**config.mk**
```make
export PLATFORM = sky130hd
export DESIGN_NAME = capture_readout_queue
export DESIGN_NICKNAME = d
export VERILOG_FILES = /design/src/rtl/capture_readout_queue.sv
export SDC_FILE = /design/constraint.sdc
export NUM_CORES = 1
export LEC_CHECK = 0
export CAP_MARGIN = 0
export CORE_ASPECT_RATIO = 1.4
export CORE_MARGIN = 2
export CORE_UTILIZATION = 53
export DETAILED_ROUTE_END_ITERATION = 16
export HOLD_SLACK_MARGIN = 0.02
export PLACE_DENSITY = 0.81
export SYNTH_ARGS = -nofsm -noshare
export SYNTH_HDL_FRONTEND = slang
export SYNTH_SLANG_ARGS = --single-unit
```
**constraint.sdc**
```tcl
create_clock -name clk_i -period 8.25 [get_ports clk_i]
set_input_delay 2.475 -clock clk_i [delete_from_list [all_inputs] [get_ports clk_i]]
set_output_delay 2.475 -clock clk_i [all_outputs]
set_load 0.02 [all_outputs]
```
**src/rtl/capture_readout_queue.sv**
```systemverilog
// Capture readout queue: per-channel one-deep holding registers drained by a
// round-robin arbiter into a single registered valid/ready stream.
module capture_readout_queue #(
  parameter int TIMER_BITWIDTH   = 32,
  parameter int NB_CAPTURES      = 10,
  parameter int CHANNEL_BITWIDTH = 4
) (
  input  logic                                  clk_i,
  input  logic                                  rst_i,
  input  logic [NB_CAPTURES-1:0]                capture_event_i,
  input  logic [TIMER_BITWIDTH*NB_CAPTURES-1:0] captured_i,
  output logic                                  out_valid_o,
  input  logic                                  out_ready_i,
  output logic [TIMER_BITWIDTH-1:0]             out_data_o,
  output logic [CHANNEL_BITWIDTH-1:0]           out_channel_o,
  output logic [NB_CAPTURES-1:0]                pending_o,
  output logic [NB_CAPTURES-1:0]                overflow_o,
  input  logic [NB_CAPTURES-1:0]                overflow_clr_i
);

  localparam logic [0:0] ST_EMPTY = 1'b0;
  localparam logic [0:0] ST_FULL  = 1'b1;
  localparam logic [CHANNEL_BITWIDTH-1:0] PTR_RESET = CHANNEL_BITWIDTH'(NB_CAPTURES - 1);

  logic [0:0]                          state_q, state_d;
  logic [TIMER_BITWIDTH-1:0]           data_q, data_d;
  logic [CHANNEL_BITWIDTH-1:0]         chan_q, chan_d;
  logic [CHANNEL_BITWIDTH-1:0]         ptr_q, ptr_d;
  logic [NB_CAPTURES-1:0]              pending_q, pending_d;
  logic [NB_CAPTURES-1:0]              overflow_q, overflow_d;
  logic [NB_CAPTURES-1:0]              granted;
  logic [TIMER_BITWIDTH*NB_CAPTURES-1:0] hold_flat;

  logic                                grant_found;
  logic [CHANNEL_BITWIDTH-1:0]         grant_idx;
  logic                                load;

  // First pending channel strictly after the last grant, wrapping modulo NB_CAPTURES.
  always_comb begin
    grant_found = 1'b0;
    grant_idx   = '0;
    for (int i = 1; i <= NB_CAPTURES; i++) begin
      if (!grant_found && pending_q[(int'(ptr_q) + i) % NB_CAPTURES]) begin
        grant_found = 1'b1;
        grant_idx   = CHANNEL_BITWIDTH'((int'(ptr_q) + i) % NB_CAPTURES);
      end
    end
  end

  assign load = ((state_q == ST_EMPTY) || out_ready_i) && grant_found;

  for (genvar gi = 0; gi < NB_CAPTURES; gi++) begin : g_chan
    logic [TIMER_BITWIDTH-1:0] hold_q;
    logic                      ovf_set;

    assign granted[gi] = load && (grant_idx == CHANNEL_BITWIDTH'(gi));
    // A value is only lost when the old one is neither drained this cycle nor already gone.
    assign ovf_set       = capture_event_i[gi] && pending_q[gi] && !granted[gi];
    assign pending_d[gi]  = capture_event_i[gi] || (pending_q[gi] && !granted[gi]);
    assign overflow_d[gi] = ovf_set || (overflow_q[gi] && !overflow_clr_i[gi]);
    assign hold_flat[gi*TIMER_BITWIDTH +: TIMER_BITWIDTH] = hold_q;

    always_ff @(posedge clk_i) begin
      if (rst_i) begin
        hold_q <= '0;
      end else if (capture_event_i[gi]) begin
        hold_q <= captured_i[gi*TIMER_BITWIDTH +: TIMER_BITWIDTH];
      end
    end
  end

  always_comb begin
    state_d = state_q;
    data_d  = data_q;
    chan_d  = chan_q;
    ptr_d   = ptr_q;
    case (state_q)
      ST_EMPTY: begin
        if (load) begin
          state_d = ST_FULL;
          data_d  = hold_flat[grant_idx*TIMER_BITWIDTH +: TIMER_BITWIDTH];
          chan_d  = grant_idx;
          ptr_d   = grant_idx;
        end
      end
      default: begin
        if (load) begin
          data_d = hold_flat[grant_idx*TIMER_BITWIDTH +: TIMER_BITWIDTH];
          chan_d = grant_idx;
          ptr_d  = grant_idx;
        end else if (out_ready_i) begin
          state_d = ST_EMPTY;
        end
      end
    endcase
  end

  always_ff @(posedge clk_i) begin
    if (rst_i) begin
      state_q    <= ST_EMPTY;
      data_q     <= '0;
      chan_q     <= '0;
      ptr_q      <= PTR_RESET;
      pending_q  <= '0;
      overflow_q <= '0;
    end else begin
      state_q    <= state_d;
      data_q     <= data_d;
      chan_q     <= chan_d;
      ptr_q      <= ptr_d;
      pending_q  <= pending_d;
      overflow_q <= overflow_d;
    end
  end

  assign out_valid_o   = (state_q == ST_FULL);
  assign out_data_o    = data_q;
  assign out_channel_o = chan_q;
  assign pending_o     = pending_q;
  assign overflow_o    = overflow_q;

endmodule

```
* Yosys cells after proc, flatten, opt, wreduce, memory -nomap -nowiden
Cells that the tools add are included.
Operators by class: add/subtract/negate cells 10, magnitude comparators 10, reduce and logical (&&, ||, !) cells 111, shift-type cells 1, muxes and demuxes 54, equal/unequal tests 9, divide/modulo/power cells 10, bitwise logic cells 1
Operators by type and width (number):
- $lt 32x6->1 const B | 10
- $mod 32x5->32 const B | 10
- $shiftx 320x10->32 | 1
- $logic_and 1x1->1 | 60
- $bmux 1 s4 | 10
- $mux 4 | 10
- $mux 1 | 34
- $logic_not 1->1 | 29
- $logic_or 1x1->1 | 21
- $add 4x3->5 const B | 4
- $eq 4x3->1 const B | 4
- $add 4x4->5 const B | 3
- $add 4x2->5 const B | 2
- $eq 4x2->1 const B | 2
- $eq 4x4->1 const B | 2
- $add 4x1->5 const B | 1
- $eq 4x1->1 const B | 1
- $logic_not 4->1 | 1
- $not 1->1 | 1
Storage, ports and cells: logic and storage cells 222, output and inout bits 57, bits in registers 381, input bits 343

* Depth between registers and ports, before layout
depth after elaboration 38, gate-level depth with buffers 28, gate-level depth less buffers 20

* Least setup slack after synthesis
No wires, ideal clock.
path kind register to register, start point register out_channel_o[1] (netlist name), end point register data_q[22], in the netlist out_data_o[22], required time 8.176 ns, slack 2.055 ns, clock period less this slack 6.195 ns, arrival time 6.121 ns, cell stages (with the launch flop) 23, buffers on the path 7, library setup time 0.074 ns, path through dfxtp_1 > inv_1 > clkbuf_1 > clkbuf_1 > ha_1 > clkbuf_1 > buf_1 > xor2_1 > nand2_1 > ha_1 > o21ai_0 > o21ai_1 > nor3_1 > mux2_2 > a2111o_1 > or3_1 > buf_2 > or4_4 > o22a_1 > buf_2 > clkbuf_1 > a211o_1 > a31oi_2
RTL lines:
- to (signal assigned) | line 108 | data_q <= data_d;
- to (decl) | line 26 | logic [TIMER_BITWIDTH-1:0] data_q, data_d;

* Worst setup path after layout
start point register ptr_q[3], end point register data_q[12], in the netlist out_data_o[12]
On the way: word-level cells in the longest chain between the ends 34, elaborated cells on any way between the ends 90, those cells by class add/sub (10); div (10); shift (1); mux (50); reduce/logical (19)
RTL lines:
- from (decl) | line 28 | logic [CHANNEL_BITWIDTH-1:0] ptr_q, ptr_d;
- from (signal assigned) | line 110 | ptr_q <= ptr_d;
- $add 4x1->5 | line 43, 45
- $mod 32x5->32 | line 43, 45
- $bmux 1 s4 | line 43 | if (!grant_found && pending_q[(int'(ptr_q) + i) % NB_CAPTURES]) begin
- $mux 1 (implied by the code) (2 in a row) | line 43
- $mux 1 | line 43
- $logic_not 1->1 | line 43
- $logic_and 1x1->1 | line 43
- $mux 1 | line 43
- [... 17 more ...]
- $mux 1 | line 43
- $logic_not 1->1 | line 43
- $logic_and 1x1->1 | line 43
- $mux 1 | line 43
- $logic_not 1->1 | line 43
- $logic_and 1x1->1 | line 43
- $mux 4 or $mux 1 (tied branches) | line 43
- $shiftx 320x10->32 or $logic_and 1x1->1 (tied branches) | line 81, 88, 50
Several ways; a longest one is shown, not always the timed one. The select of a mux whose other input is x is not followed. A chain may end at the register's enable or synchronous reset.

==> flow_summary.json <==
{
  "status": "finished clean",
  "ys_ff_latch": 379,
  "die_w_um": 171,
  "clk_latency_ps": 550,
  "synth-edff-count": 0,
  "fin_skew_ps": 19.2,
  "cp-end-kind": "flop",
  "slew-limit-headroom_pct": 17.5,
  "period_share_pct": 87.6,
  "syn_area_um2": 20700,
  "worstPathArrival_ps": 7700,
  "cts-resized-gates": 0,
  "synthCells": 2311,
  "netlist_top_cells_count": "nor2_1, mux2i_1, dfxtp_1, nand2_1, clkbuf_1",
  "path_clk_slew_ps": 60,
  "place.gp.congestion": 1.03,
  "syn_to_final_growth_pct": 27.0,
  "grt_pass1_wl_um": 115000,
  "grtUsageMet2_pct": 66.3,
  "avgSynthCellArea_um2": 8.95,
  "drcViolationCount": 0,
  "syn-num-nets": 2688,
  "ant_nets": 0,
  "synth.yosys.seq_area_share_pct": 36.7,
  "top_usage_layer": "met2",
  "critPathKind": "reg2reg",
  "yosysWarnings": 0,
  "routed_wl_um": 79000,
  "worstPathRequired_ps": 8720,
  "grt_max_degree": 116,
  "synth_area_leaders": "dfxtp_1, mux2i_1, nor2_1",
  "crit_fanout": 31,
  "clockBufferDepth": 3,
  "boundaryPins": 400,
  "dp_hpwl_um": 58300,
  "fin_nets": 2987,
  "port_buffers": 399,
  "dieArea_um2": 40700,
  "final-hold-violation-count": 0,
  "rows": 85,
  "grt_usage_pct": 37.6,
  "final_area_um2": 26300,
  "initial_utilization_pct": 53.7,
  "reg2regPathDepth": 20,
  "ctsHoldBuffers": 0,
  "rsz0062_at_grt": "false",
  "drv_cap": 0,
  "htreeDepth": 2,
  "hold_path.class": "reg2reg",
  "finalSetupViolCount": 0,
  "placedCellCount": 3091,
  "cts_buffers": 39,
  "core_area_um2": 38500,
  "vias": 19600,
  "grt_pass1_vias": 19500,
  "grt_overflow": 0,
  "async_reset_ff_share_pct": 0,
  "post_cts_buffers": 0,
  "final.setup.tns_ps": 0,
  "final_cell_count_no_fill": 3177,
  "chipHeight_um": 238,
  "fin_util_pct": 68.3,
  "min_path_cells": 2,
  "drt_iter0_markers": 1569,
  "place_area_um2": 24900,
  "drive_gt1_share_pct": 10.7,
  "synth.largest_area_cell": "dfxtp_1",
  "synth_top_area_share_pct": 36.7,
  "maxSlewViolCount": 0,
  "viasPerCell": 6.16,
  "ys_types": 105,
  "post_drt_wl_per_cell_um": 24.9,
  "worstMarginPinSlew_ps": 1240,
  "period_minus_slack_ps": 7230,
  "cts-root-buf": "clkbuf_16",
  "timing.fmax_mhz": 138,
  "synth.most_common_cell": "nor2_1",
  "cts_tree": "yes",
  "dr.pass1.iters": 6,
  "use_met1_pct": 37.1,
  "cts.sinks": 379,
  "cp-start-kind": "flop",
  "synth_top_flop_cell": "dfxtp_1",
  "grtUsageMet3_pct": 7.08,
  "antenna_found_initial": 19
}
registers in the layout, indices dropped and copies added (netlist names):
register	flops
g_chan.hold_q	320
out_channel_o	4
out_data_o	32
out_valid_o	1
overflow_o	10
pending_o	10
ptr_q	2
critical path, cell delays in order (launching register included):
cell and delay, ps:
dfxtp_1 550, ha_1 480, a21oi_1 900, inv_1 300
nor2_1 210, a21oi_1 60, ha_1 370, inv_1 220
o41ai_1 130, a31oi_1 180, o211ai_1 120, o41ai_1 340
o21ai_0 140, buf_4 180, nand2b_1 180, or3_1 450
or4_4 610, mux2i_4 260, and3_2 830, a21oi_1 350
a31oi_1 250
metrics by stage:
stage               setup WS [ps]  hold WS [ps]
finish                       1020           450
global route                  524           480
CTS                          1130           456
detailed placement           1150           442
global placement             1140           436
floorplan                    2050           454
cell usage in the layout (no fill, tap or decap), drive strengths merged, types with 6 or more instances in the layout:
| cell | n |
|---|---|
| a211o | 73 |
| a211oi | 15 |
| a21o | 7 |
| a21oi | 87 |
| a31oi | 47 |
| and2 | 6 |
| and3 | 6 |
| buf | 55 |
| clkbuf | 54 |
| clkdlybuf4s50 | 388 |
| clkinv | 12 |
| dfxtp | 379 |
| diode | 17 |
| ha | 34 |
| inv | 32 |
| mux2 | 73 |
| mux2i | 404 |
| nand2 | 119 |
| nand2b | 18 |
| nand3 | 26 |
| nand3b | 8 |
| nand4 | 6 |
| nor2 | 417 |
| nor2b | 16 |
| nor3 | 25 |
| nor4 | 7 |
| o2111ai | 10 |
| o211ai | 17 |
| o21ai | 108 |
| o31a | 6 |
| o31ai | 23 |
| o32ai | 6 |
| or2 | 12 |
| or3 | 8 |
| xnor2 | 15 |
| xor2 | 6 |
path summary, 6_finish.rpt:
| kind | from | to | slack (ps) |
|---|---|---|---|
| setup / recovery | ptr_q[3] | out_data_o[12] | 1020 |
| hold / removal | overflow_o[2] | overflow_o[2] | 450 |
| setup reg to reg | ptr_q[3] | out_data_o[12] | 1020 |
| hold reg to reg | overflow_o[2] | overflow_o[2] | 450 |
routing by layer:
layer  vias to the layer above  wire length (um)
li1                       8902                 -
met1                      9346             26200
met2                      1004             39600
met3                       327              5270
met4                         4              7920
met5                         -                24
cell families (layout without fill, tap and decap cells):
logic type	after synthesis	after routing	synth area share (%)
AO/OA/AOI/OAI	482	482	17.4
XOR/XNOR	21	21	0.998
adder cells (fa/ha/maj)	38	38	2.26
buffers and inverters	219	546	4.48
flip-flops	379	379	36.7
multiplexers	478	478	23.6
other	0	17	0
AND/OR/NAND/NOR	694	694	14.6
cell type report:
class	count	area, um^2
inverter	34	128
fill	3111	12200
multi-input combinational	1713	12200
tap	522	653
clock buffer	54	1110
clock inverter	15	230
timing repair buffer	443	4300
sequential	379	7590
antenna	17	42.5
Power is left out: the tool's default activity adds up to more than one toggle a clock period on the data nets, which glitch-free logic cannot reach.
